## config.mk

```make
export PLATFORM = sky130hd
export DESIGN_NAME = uart_rx_word
export DESIGN_NICKNAME = d
export VERILOG_FILES = /design/src/rtl/uart_rx_word.sv
export SDC_FILE = /design/constraint.sdc
export NUM_CORES = 1
export LEC_CHECK = 0
export CAP_MARGIN = 10
export CORE_AREA = 2 2 87 89
export DETAILED_ROUTE_END_ITERATION = 12
export DIE_AREA = 0 0 89 91
export GPL_ROUTABILITY_DRIVEN = 0
export HOLD_SLACK_MARGIN = 0.02
export PLACE_DENSITY_LB_ADDON = 0.3
export SETUP_SLACK_MARGIN = 0.2
export SLEW_MARGIN = 5
export SYNTH_ARGS = -nofsm -noshare
export SYNTH_HDL_FRONTEND = slang
export SYNTH_SLANG_ARGS = --single-unit
export TNS_END_PERCENT = 50
```

## constraint.sdc

```tcl
create_clock -name clk -period 2.64 [get_ports clk]
set_input_delay 0.264 -clock clk [delete_from_list [all_inputs] [get_ports clk]]
set_output_delay 0.264 -clock clk [all_outputs]
set_load 0.03 [all_outputs]
```

## src/rtl/uart_rx_word.sv

```systemverilog
// UART 8N1 receiver that packs 1-4 consecutive bytes (LSB-first, byte 0 lowest) into a 32-bit word.
// Latency: 2-clk input sync, then RX_valid 1 clk after the mid-stop sample of the final byte.
// Backpressure: none; a new word overwrites an unread one and flags overrun until RX_read.
module uart_rx_word #(
    parameter int CLKS_PER_BIT = 16
) (
    input  logic        clk,
    input  logic        reset,
    input  logic        serial_in,
    input  logic [1:0]  uart_control,
    input  logic        RX_read,
    output logic [31:0] RXREG,
    output logic        RX_valid,
    output logic        RX_busy,
    output logic        frame_error,
    output logic        overrun
);

    localparam int CW = $clog2(CLKS_PER_BIT);
    localparam logic [CW-1:0] HALF_M1 = CW'(CLKS_PER_BIT / 2 - 1);
    localparam logic [CW-1:0] FULL_M1 = CW'(CLKS_PER_BIT - 1);

    typedef enum logic [1:0] {IDLE, START, DATA, STOP} state_t;

    state_t         state;
    logic           rx_meta;
    logic           rx_s;
    logic [CW-1:0]  clk_cnt;
    logic [2:0]     bit_cnt;
    logic [1:0]     byte_idx;
    logic [1:0]     n_bytes;
    logic [7:0]     shreg;
    logic [31:0]    word_buf;
    logic           word_done;
    logic           wait_high;
    logic [31:0]    keep_mask;

    always_comb begin
        keep_mask = '0;
        for (int k = 0; k < 4; k++) begin
            if (2'(k) <= n_bytes) keep_mask[8*k +: 8] = 8'hFF;
        end
    end

    assign RX_busy = (state != IDLE) || (byte_idx != 2'd0);

    always_ff @(posedge clk or negedge reset) begin
        if (!reset) begin
            state       <= IDLE;
            rx_meta     <= 1'b1;
            rx_s        <= 1'b1;
            clk_cnt     <= '0;
            bit_cnt     <= '0;
            byte_idx    <= '0;
            n_bytes     <= '0;
            shreg       <= '0;
            word_buf    <= '0;
            word_done   <= 1'b0;
            wait_high   <= 1'b0;
            RXREG       <= '0;
            RX_valid    <= 1'b0;
            frame_error <= 1'b0;
            overrun     <= 1'b0;
        end else begin
            rx_meta   <= serial_in;
            rx_s      <= rx_meta;
            word_done <= 1'b0;

            if (RX_read) begin
                RX_valid    <= 1'b0;
                frame_error <= 1'b0;
                overrun     <= 1'b0;
            end

            case (state)
                IDLE: begin
                    // After a framing error the line may sit low (break); re-arm only once it returns high.
                    if (wait_high) begin
                        if (rx_s) wait_high <= 1'b0;
                    end else if (!rx_s) begin
                        state   <= START;
                        bit_cnt <= '0;
                        clk_cnt <= '0;
                    end
                end
                START: begin
                    if (clk_cnt == HALF_M1) begin
                        clk_cnt <= '0;
                        if (!rx_s) begin
                            state <= DATA;
                            if (byte_idx == 2'd0) n_bytes <= uart_control;
                        end else begin
                            state <= IDLE;
                        end
                    end else begin
                        clk_cnt <= clk_cnt + CW'(1);
                    end
                end
                DATA: begin
                    if (clk_cnt == FULL_M1) begin
                        clk_cnt <= '0;
                        shreg   <= {rx_s, shreg[7:1]};
                        bit_cnt <= bit_cnt + 3'd1;
                        if (bit_cnt == 3'd7) state <= STOP;
                    end else begin
                        clk_cnt <= clk_cnt + CW'(1);
                    end
                end
                STOP: begin
                    if (clk_cnt == FULL_M1) begin
                        clk_cnt <= '0;
                        state   <= IDLE;
                        if (rx_s) begin
                            word_buf[{byte_idx, 3'b000} +: 8] <= shreg;
                            if (byte_idx == n_bytes) begin
                                byte_idx  <= '0;
                                word_done <= 1'b1;
                            end else begin
                                byte_idx <= byte_idx + 2'd1;
                            end
                        end else begin
                            frame_error <= 1'b1;
                            word_buf    <= '0;
                            byte_idx    <= '0;
                            wait_high   <= 1'b1;
                        end
                    end else begin
                        clk_cnt <= clk_cnt + CW'(1);
                    end
                end
                default: state <= IDLE;
            endcase

            // Completion beats a same-cycle RX_read: the new word stays valid and is not an overrun.
            if (word_done) begin
                RXREG    <= word_buf & keep_mask;
                RX_valid <= 1'b1;
                word_buf <= '0;
                if (RX_valid && !RX_read) overrun <= 1'b1;
            end
        end
    end

endmodule

```

== Yosys cells after proc, flatten, opt, wreduce, memory -nomap -nowiden ==
Index checks and enable logic that the tools add are counted.

* Register bits after elaboration: 92
* Bits of input ports: 6
* Output and inout port bits: 36
* Logic and storage cells: 108

* $add $sub $neg: 4
* Order comparisons: 4
* Equality and inequality tests: 14
* Shift-type cells: 2
* Muxes and demuxes: 46
* Bitwise logic cells: 2
* Reduce and logical (&&, ||, !) cells: 21

{| class="wikitable"
|+ Operator list
! kind !! count
|-
| 32-bit 2-to-1 mux || 4
|-
| 32-bit bitwise AND || 1
|-
| 32-bit bitwise mux || 1
|-
| 8-bit 2-to-1 mux || 4
|-
| 8-bit by 7-bit variable shift with 32-bit output, first input constant || 1
|-
| 8-bit by 7-bit variable part select with 32-bit output || 1
|-
| 2-bit 2-to-1 mux || 9
|-
| 1-bit 2-to-1 mux || 17
|-
| 4-bit 2-to-1 mux || 4
|-
| 2-bit != test, second input constant || 7
|-
| 2-bit nonzero test || 7
|-
| 4-bit one-hot mux with 3 select lines || 1
|-
| 3-bit 2-to-1 mux || 3
|-
| 2-bit one-hot mux with 4 select lines || 1
|-
| 2-bit AND reduction || 4
|-
| 4-bit AND reduction || 2
|-
| 5-bit negator with 7-bit output || 1
|-
| 3-bit one-hot mux with 2 select lines || 1
|-
| 6-bit AND reduction || 1
|-
| 4-bit by 1-bit adder with 4-bit output, second input constant || 1
|-
| 2-bit equality test, second input constant || 2
|-
| 4-bit by 3-bit equality test with 1-bit output, second input constant || 1
|-
| 4-bit equality test, second input constant || 1
|-
| 1-bit by 2-bit <= comparator with 1-bit output, first input constant || 2
|-
| 14 further kinds || 16
|}

== Logic depth before layout (Yosys ltp) ==
* Depth after elaboration: 7
* Depth in mapped cells: 7
* Gate-level depth less buffers: 5

== Least setup slack after synthesis ==
No wires, ideal clock.

* Kind: register to register
* From: reg byte_idx[0]
* To: reg word_buf[14]
* Data arrival time: 1597 ps
* Path slack: 964 ps
* Stages on the path, launching flop included: 8
* Buffers on the path: 2
* Clock period less this slack: 1676 ps
* Cells stage by stage: dfrtp_1 -> inv_1 -> ha_1 -> nor4bb_1 -> buf_2 -> buf_4 -> nand4_1 -> mux2i_1

* Cells in the longest elaborated chain, start to end: 7
* Elaborated cells on any way between the ends: 8

{| class="wikitable"
|+ Ends and longest elaborated chain
! what !! RTL line !! source
|-
| start: declaration || 30 || <nowiki>logic [1:0] byte_idx;</nowiki>
|-
| start signal: assignment || 119 || <nowiki>byte_idx <= byte_idx + 2'd1;</nowiki>
|-
| 5-bit negator with 7-bit output (*) || 114 || <nowiki>word_buf[{byte_idx, 3'b000} +: 8] <= shreg;</nowiki>
|-
| 8-bit by 7-bit variable part select with 32-bit output or 8-bit by 7-bit variable shift with 32-bit output (tied branches) || 114 ||
|-
| 32-bit bitwise mux (*) || 114 ||
|-
| 32-bit 2-to-1 mux (*) || 113 || <nowiki>if (rx_s) begin</nowiki>
|-
| 32-bit 2-to-1 mux (*) || 110 || <nowiki>if (clk_cnt == FULL_M1) begin</nowiki>
|-
| 32-bit 2-to-1 mux (*) || 75 || <nowiki>case (state)</nowiki>
|-
| 32-bit 2-to-1 mux (*) || 135 || <nowiki>if (word_done) begin</nowiki>
|-
| end signal: indexed assignment || 114 ||
|-
| end: declaration || 33 || <nowiki>logic [31:0] word_buf;</nowiki>
|}

Mark *: on every way between the ends. The rest lies on a longest branch, timed or not. The select of a mux whose other input is x is not followed.
A chain may end at the register's enable or synchronous reset.

== Worst setup path after layout ==
* From: reg byte_idx[0]
* To: out RX_busy

* Cells in the longest elaborated chain, start to end: 2

{| class="wikitable"
|+ Ends and longest elaborated chain
! what !! RTL line !! source
|-
| 2-bit nonzero test || 45 || <nowiki>assign RX_busy = (state != IDLE) || (byte_idx != 2'd0);</nowiki>
|-
| 1-bit logical OR || 45 ||
|-
| end: declaration || 14 || <nowiki>output logic RX_busy,</nowiki>
|}

Every way passes these cells.

==> metrics.sh <==
MIN_PERIOD_NS=2.29
MULTIINPUTGATEAREA_MM2=0.00162
ASYNCSETRESETFLOPFRACSYNTH=1.00
NUMCTSBUFFERS=9
NET_SWITCHING_mW=1.00
CLOCK_NETWORK_POWER_SHARE=0.301
SEQ_POWER_SHARE=0.505
PLACEABLECOREAREA_MM2=0.00714
WORST_PIN_SLEW_NS=0.605
CELLINTERNALPOWER_mW=2.29
DIE_HEIGHT_UM=91
DIE_WIDTH_UM=89
DRT_ITER0_DRC=128
FINAL_MAX_SLEW_VIOL_COUNT=0
POST_ROUTE_CELLS_DRIVE_ABOVE_1_SHARE=0.134
AVGVIACOUNTPERCELL=5.52
TOTALNEGATIVESETUPSLACK_NS=0
POST_CTS.REPAIR.SETUP_BUFFERS=0
SYN-INSTANCE-COUNT=373
SYNTH.DISTINCT_CELLS=48
SYNTH-WARNING-COUNT=0
HTREEDEPTH=3
ROW_COUNT=31
WORSTPATHREQUIRED_NS=2.38
GRT_USAGE=0.213
SYNTH.CELL_AREA_MM2=0.00421
ROUTED-VIA-COUNT=2813
SYN2LAYOUT_AREA_GROWTH_PCT=15.7
POWER.LEAKAGE_nW=2.22
SWITCHING_SHARE=0.305
SYN-NUM-NETS=387
POWER_PER_CELL_AREA_mW_PER_MM2=678
CTS_TREE='built'
FINAL.FILL_COUNT=562
GRT_START_MAX_NET_PINS=47
INITIAL_UTILIZATION=0.589
CRITICAL_PATH_ARRIVAL_NS=2.03
SYNTH_ENABLE_FLOP_CELLS=0
DRT-TOTAL-WL_UM=7940
MAX_CAP_VIOLATIONS=0
YS_SEQ_AREA_FRAC=0.548
VDD_DROP_MAX_mV=0.376
PLACEMENT.IO_BUFFERS=41
N_ANTENNA_CELL=0
CLOCK_PATH_BUFFERS=2
LARGEST_CLOCK_SKEW_IN_THE_FINAL_DESIGN_NS=0.0179
MAX-SLEW-MARGIN-REL=0.597
YOSYS_REGISTER_BITS=92
FIRST_PASS_GRT_WIRE_LENGTH_UM=13300
TIMING.CRITICAL_PATH.FROM_TYPE='flip-flop'
FINALSETUPVIOLATIONS=0
DP_HPWL_UM=5230
OUTCOME='completed'
I_O_PIN_COUNT=42
LAYOUT.AREA.SEQ_MM2=0.00231
MIN_PATH_TYPE='input pin to flip-flop'
PERIOD_SHARE=0.867
CLOCK_INPUT_TRANSITION_AT_THE_SEQUENTIAL_CELLS_OF_THE_WORST_SETUP_AND_HOLD_PATHS_NS=0.08
DETAILEDROUTE.FIRSTPASSITERATIONCOUNT=5
WORST-PATH-MAX-FANOUT=15
GRT_PASS1_VIAS=2808
TOTAL_CONGESTION_OVERFLOW=0
FINAL_ANTENNA_NET_COUNT=0
MAX_CLOCK_FREQ_MHz=437
CLK-INSERTION-DELAY-LATE_NS=0.36
FINAL_NETS=420
ROUTE.DETAILED.WL_PER_INST_UM=15.6
INITIAL_ANTENNA_VIOLATION_COUNT=0
TIMING_WORST_SETUP_PATH_TYPE='flip-flop to primary output'
FINALPOWER_mW=3.30
CTS_NUM_SINKS=92
DRCVIOLATIONCOUNT=0
PROPORTION_OF_POWER_DRAWN_BY_COMBINATIONAL_GATES=0.193
YOSYS_MOST_USED_DFF='sky130_fd_sc_hd__dfrtp_1'
LAYOUT.CORE_UTILIZATION=0.682
FP.DIEAREA_MM2=0.00810
SYN_AVG_CELL_AREA_UM2=11.3
SETUP_REPAIR_AFTER_GLOBAL_ROUTING_MISSED_ITS_MARGIN='false'
HOLD_VIOLATIONS=0
CRITICAL_PATH.ENDPOINT_TYPE='primary output'
CTS.ROOT.BUFFER_CELL='sky130_fd_sc_hd__clkbuf_8'
TIMING.HOLD.WS_NS=0.323
critical path, stage by stage (launching register included):
cell and delay, ns:
sky130_fd_sc_hd__dfrtp_2 0.52, sky130_fd_sc_hd__inv_1 0.15, sky130_fd_sc_hd__ha_1 0.25, sky130_fd_sc_hd__nand2_1 0.08, sky130_fd_sc_hd__clkdlybuf4s50_1 0.67
path summary, 6_finish.rpt:
kind	from	endpoint	slack, ns	depth (start not counted)
worst max-delay path	byte_idx[0]$_DFFE_PN0P_	RX_busy	0.35	4
worst min-delay path	serial_in	rx_meta$_DFF_PN1_	0.32	1
worst max register to register	byte_idx[0]$_DFFE_PN0P_	word_buf[6]$_DFFE_PN0P_	0.67	5
worst min register to register	rx_meta$_DFF_PN1_	rx_s$_DFF_PN1_	0.36	0
max in group asynchronous	reset	rx_meta$_DFF_PN1_	1.46	3
min in group asynchronous	reset	word_buf[22]$_DFFE_PN0P_	0.44	2
cells by family after synthesis:
group                      count (synthesis)  share of synthesized area
buffers and inverters                     63                     0.0690
DFF                                       92                      0.548
and+or+nand+nor                          107                      0.143
xor gates and xnor gates                   2                    0.00417
adders and majority gates                  8                     0.0238
muxes                                     47                      0.120
AOI/OAI and AO/OA                         54                     0.0919
layout make-up:
cell class	count	share of cell area
sequential	92	0.474
tap	99	0.0255
multi-input combinational	218	0.332
clock buffer	13	0.0347
timing repair buffer	49	0.0967
inverter	36	0.0278
clock inverter	3	0.00900
per-layer routing:
layer / part of all wire / global-route usage / vias up
met5: 0 / 0 / -
met4: 0.017 / 0.0622 / 0
met3: 0.037 / 0.0455 / 17
met2: 0.49 / 0.348 / 65
met1: 0.46 / 0.286 / 1378
li1: - / - / 1353
synth_stat cells (all sizes together), types with 3 or more instances:
cell type | count | share of area
ha | 8 | 0.024
a22o | 9 | 0.019
dfrtp | 90 | 0.54
nand2b | 22 | 0.033
o2bb2ai | 5 | 0.010
nor4bb | 3 | 0.0071
o21ai | 9 | 0.011
nand2 | 29 | 0.026
nand4 | 9 | 0.013
a21oi | 4 | 0.0048
mux2 | 21 | 0.058
nor2b | 6 | 0.0089
nand3 | 20 | 0.026
mux2i | 26 | 0.062
buf | 20 | 0.031
o22ai | 16 | 0.024
and4 | 3 | 0.0068
nor2 | 5 | 0.0045
inv | 36 | 0.032
clkbuf | 7 | 0.0062
layout by cell type (no fill, tap or decap), types with 9 or more instances in the layout:
| cell type | synthesis | final |
|---|---|---|
| sky130_fd_sc_hd__dfrtp_1 | 90 | 88 |
| sky130_fd_sc_hd__clkdlybuf4s50_1 | 0 | 40 |
| sky130_fd_sc_hd__inv_1 | 36 | 36 |
| sky130_fd_sc_hd__nand2_1 | 29 | 29 |
| sky130_fd_sc_hd__mux2i_1 | 26 | 26 |
| sky130_fd_sc_hd__nand2b_1 | 22 | 22 |
| sky130_fd_sc_hd__mux2_2 | 19 | 19 |
| sky130_fd_sc_hd__nand3_1 | 18 | 18 |
| sky130_fd_sc_hd__o22ai_1 | 16 | 16 |
| sky130_fd_sc_hd__clkbuf_8 | 0 | 12 |
| sky130_fd_sc_hd__o21ai_0 | 9 | 9 |
| sky130_fd_sc_hd__nand4_1 | 9 | 9 |
| sky130_fd_sc_hd__a22o_1 | 9 | 9 |
power by group through the flow:
stage | combinational (mW) | clock (mW) | sequential (mW)
after floorplan | 0.580 | 0 | 1.58
after detailed placement | 0.634 | 0 | 1.69
after CTS | 0.640 | 1.02 | 1.66
final | 0.638 | 0.993 | 1.67
after global routing | 0.711 | 1.06 | 1.69
after global placement | 0.610 | 0 | 1.68
stage by stage:
step                setup slack [ns]  instance area [um2]  instances
CTS                            0.333                 4870        510
floorplan                      0.964                 4210        373
global route                   0.255                 4870        510
finish                         0.350                 4870        510
global placement               0.601                 4640        493
detailed placement             0.528                 4640        493
flip-flops by register name, summed over array words and instances (netlist names), named ones only:
name and flops:
RXREG 32, word_buf 32, shreg 8, clk_cnt 4, bit_cnt 3, byte_idx 2, n_bytes 2, RX_valid 1
frame_error 1, overrun 1, rx_meta 1, rx_s 1, state 1, wait_high 1, word_done 1
timing repair:
item / CTS / global route
hold endpoints to repair: 42 / 0
hold buffers: 1 / 0
gates resized for setup: 1 / 0
endpoints found under the setup margin: 1 / 0
Note: power is estimated with default switching activity, not from simulation.
==> RTL change: new RTL, same settings <==
Reset style: synchronous (`reset`), changed in one clocked block.
--- a/src/rtl/uart_rx_word.sv
+++ b/src/rtl/uart_rx_word.sv
@@ -46,3 +46,3 @@
 
-    always_ff @(posedge clk or negedge reset) begin
+    always_ff @(posedge clk) begin
         if (!reset) begin
Behaviour: differs if reset is asserted again (counterexample within 4 cycles, from zero or initial values and one cycle with reset low); with reset held inactive, the same outputs for 10 cycles.
==> RTL change against the original RTL <==
  * Critical path depth did not move
  * Wire length fell by 6.3%
  * Sequential share of layout area fell by 5.1 points
  * Sequential cell count did not move
  * Cell area fell by 10%
  * Setup slack improved by 0.041 ns
  * Count of clock-buffer cells in the layout fell by 3
  * Synthesized area fell by 13%
  * Critical path type unchanged
  * Critical endpoint unchanged
Power is not compared: it rests on default switching activity, and its combinational part moved more than twofold at a synthesized area within 25%.
==> RTL change: results (changes against the original RTL) <==
======================================================================================
Status                                                                    finished, final reports clean   unchanged
Post-CTS repair timing setup buffer count                                            0   unchanged
Non-filler instance count after layout                                             512   was 510
Half-perimeter wire length of the detailed placement result                    5.08 mm   was 5.23 mm
Clock-pin slew on the worst setup and hold paths                               0.08 ns   about the same
Proportion of synthesized flip-flops having asynchronous set or reset               0%   was 100%
Number of buffers inserted by port buffering                                        41   unchanged
Synthesized instance count                                                         376   was 373
Violation count after the first detailed-route iteration                           102   was 128
Portion of the post-synthesis area used by sequential elements                   50.5%   was 54.8%
Wire length of the first global-routing pass                                   12.3 mm   was 13.3 mm
Residual DRC count                                                                   0   unchanged
Biggest regs                                                              RXREG x32, word_buf x32, shreg x8   unchanged
Transition time at the pin with the least slew margin                         0.702 ns   was 0.605 ns
Number of distinct standard cells referenced by the synthesized netlist             40   was 48
Global routing usage summed across all routing layers                            19.7%   was 21.3%
Crit path max fanout                                                                 8   was 15
Leading cell types by total area after synthesis                          sky130_fd_sc_hd__dfxtp_1 (50%), sky130_fd_sc_hd__a22o_1 (5.8%), sky130_fd_sc_hd__mux2i_1 (5.2%)   was sky130_fd_sc_hd__dfrtp_1 (54%), sky130_fd_sc_hd__mux2i_1 (6.2%), sky130_fd_sc_hd__mux2_2 (5.1%)
Initial antenna violation count                                                      0   unchanged
Worst Setup Slack post-DPL                                                    0.757 ns   was 0.528 ns
Maximum resistive drop on vdd                                                   318 µV
Worst EP arrival                                                               1.99 ns   was 2.03 ns
Buffer type at the clock tree root                                        sky130_fd_sc_hd__clkbuf_8   unchanged
Post-synthesis net count                                                           390   was 387
Final Skew                                                                   0.0113 ns   was 0.0179 ns
Filler Cell Count                                                                  625   was 562
Leakage Power                                                                  1.52 nW
H-tree depth                                                                         3   unchanged
Number of cells after detailed placement                                           496   was 493
Maximum number of pins on one net before global-route repair                        29   was 47
Synth warnings                                                                       0   unchanged
Nets                                                                               422   was 420
Via count of the first global-routing pass                                        2492   was 2808
Hold WC Path Type                                                         flip-flop to flip-flop   was input port to flip-flop
Placed cell area                                                           0.00411 mm²   was 0.00464 mm²
Most used standard cells in the synthesized netlist                       sky130_fd_sc_hd__dfxtp_1 (92), sky130_fd_sc_hd__nand2_1 (38), sky130_fd_sc_hd__nand3_1 (38), sky130_fd_sc_hd__a22o_1 (24), sky130_fd_sc_hd__nor2b_1 (24)   was sky130_fd_sc_hd__dfrtp_1 (90), sky130_fd_sc_hd__inv_1 (36), sky130_fd_sc_hd__nand2_1 (29), sky130_fd_sc_hd__mux2i_1 (26), sky130_fd_sc_hd__nand2b_1 (22)
Total clock buffers created by CTS                                                   9   unchanged
Fraction of final layout cells sized beyond drive strength 1                     6.78%   was 13.4%
Average wire length per cell after detail routing                              14.5 µm   was 15.6 µm
Post-CTS resize count                                                                0   was 1
Total number of vias                                                              2717   was 2813
Maximum clock insertion buffer count                                                 2   unchanged
Number of diodes added for antenna fixing                                            0   unchanged
Clock latency on the worst-skew pair                                           0.36 ns   about the same
Number of detailed-route iterations in the first pass                                4   was 5
======================================================================================
==> RTL change: changes by cell type after synthesis, moves of 13 or more <==
cell	unedited run	this run
sky130_fd_sc_hd__dfxtp_1	0	92
sky130_fd_sc_hd__a21oi_1	4	20
sky130_fd_sc_hd__nor2b_1	6	24
sky130_fd_sc_hd__mux2_2	19	0
sky130_fd_sc_hd__inv_1	36	4
sky130_fd_sc_hd__a22o_1	9	24
sky130_fd_sc_hd__o22ai_1	16	3
sky130_fd_sc_hd__nand3_1	18	38
sky130_fd_sc_hd__dfrtp_1	90	0
==> RTL change: logic make-up after synthesis <==
kind of cell             synth area share [%]
flip-flops                               50.5
AND/OR/NAND/NOR                          22.2
adder cells (fa/ha/maj)                  2.74
multiplexers                             5.21
AO/OA/AOI/OAI                            15.1
buffers and inverters                    3.56
XOR/XNOR                                0.720
==> RTL change: final timing paths <==
kind,start,to,slack (ns),cells past startpoint
max,byte_idx[0],RX_busy,0.39,4
min,rx_meta,rx_s,0.42,1
max reg2reg,clk_cnt[0],shreg[4],0.76,5
min reg2reg,rx_meta,rx_s,0.42,1
==> RTL change: per-layer routing <==
layer  wire (µm)  GRT usage, %  vias up
li1            -             -     1380
met1        3560          26.3     1270
met2        3440          29.7       57
met3         304          6.27       10
met4         133          7.34        0
met5           0             0        -
==> RTL change: per-stage QoR <==
stage | utilization (%) | power, mW | hold WS, ns
after floorplan | - | 1.47 | 0.340
after global placement | 57.5 | 1.49 | 0.390
after detailed placement | 57.5 | 1.49 | 0.404
after CTS | 61.0 | 2.62 | 0.424
after global routing | 61.0 | 2.69 | 0.454
final | 61.0 | 2.60 | 0.421
==> RTL change: cell type report <==
type	count	share of cell area, %
sequential	92	42.3
inverter	4	0.345
timing repair buffer	46	10.3
tap	99	2.84
clock buffer	10	3.16
clock inverter	6	2.56
multi-input combinational	255	38.5
==> RTL change: worst max-delay path, stage by stage, from the launching register on <==
cell	delay (ns)
sky130_fd_sc_hd__dfxtp_1	0.47
sky130_fd_sc_hd__inv_1	0.16
sky130_fd_sc_hd__ha_1	0.26
sky130_fd_sc_hd__nand2_1	0.07
sky130_fd_sc_hd__clkdlybuf4s50_1	0.67
==> RTL change: where the power goes <==
group | internal [mW] | switching, mW | leakage, nW
Sequential | 1.39 | 0.00554 | 0.741
Clock | 0.654 | 0.483 | 0.122
Combinational | 0.0264 | 0.0384 | 0.656
Total | 2.07 | 0.527 | 1.52
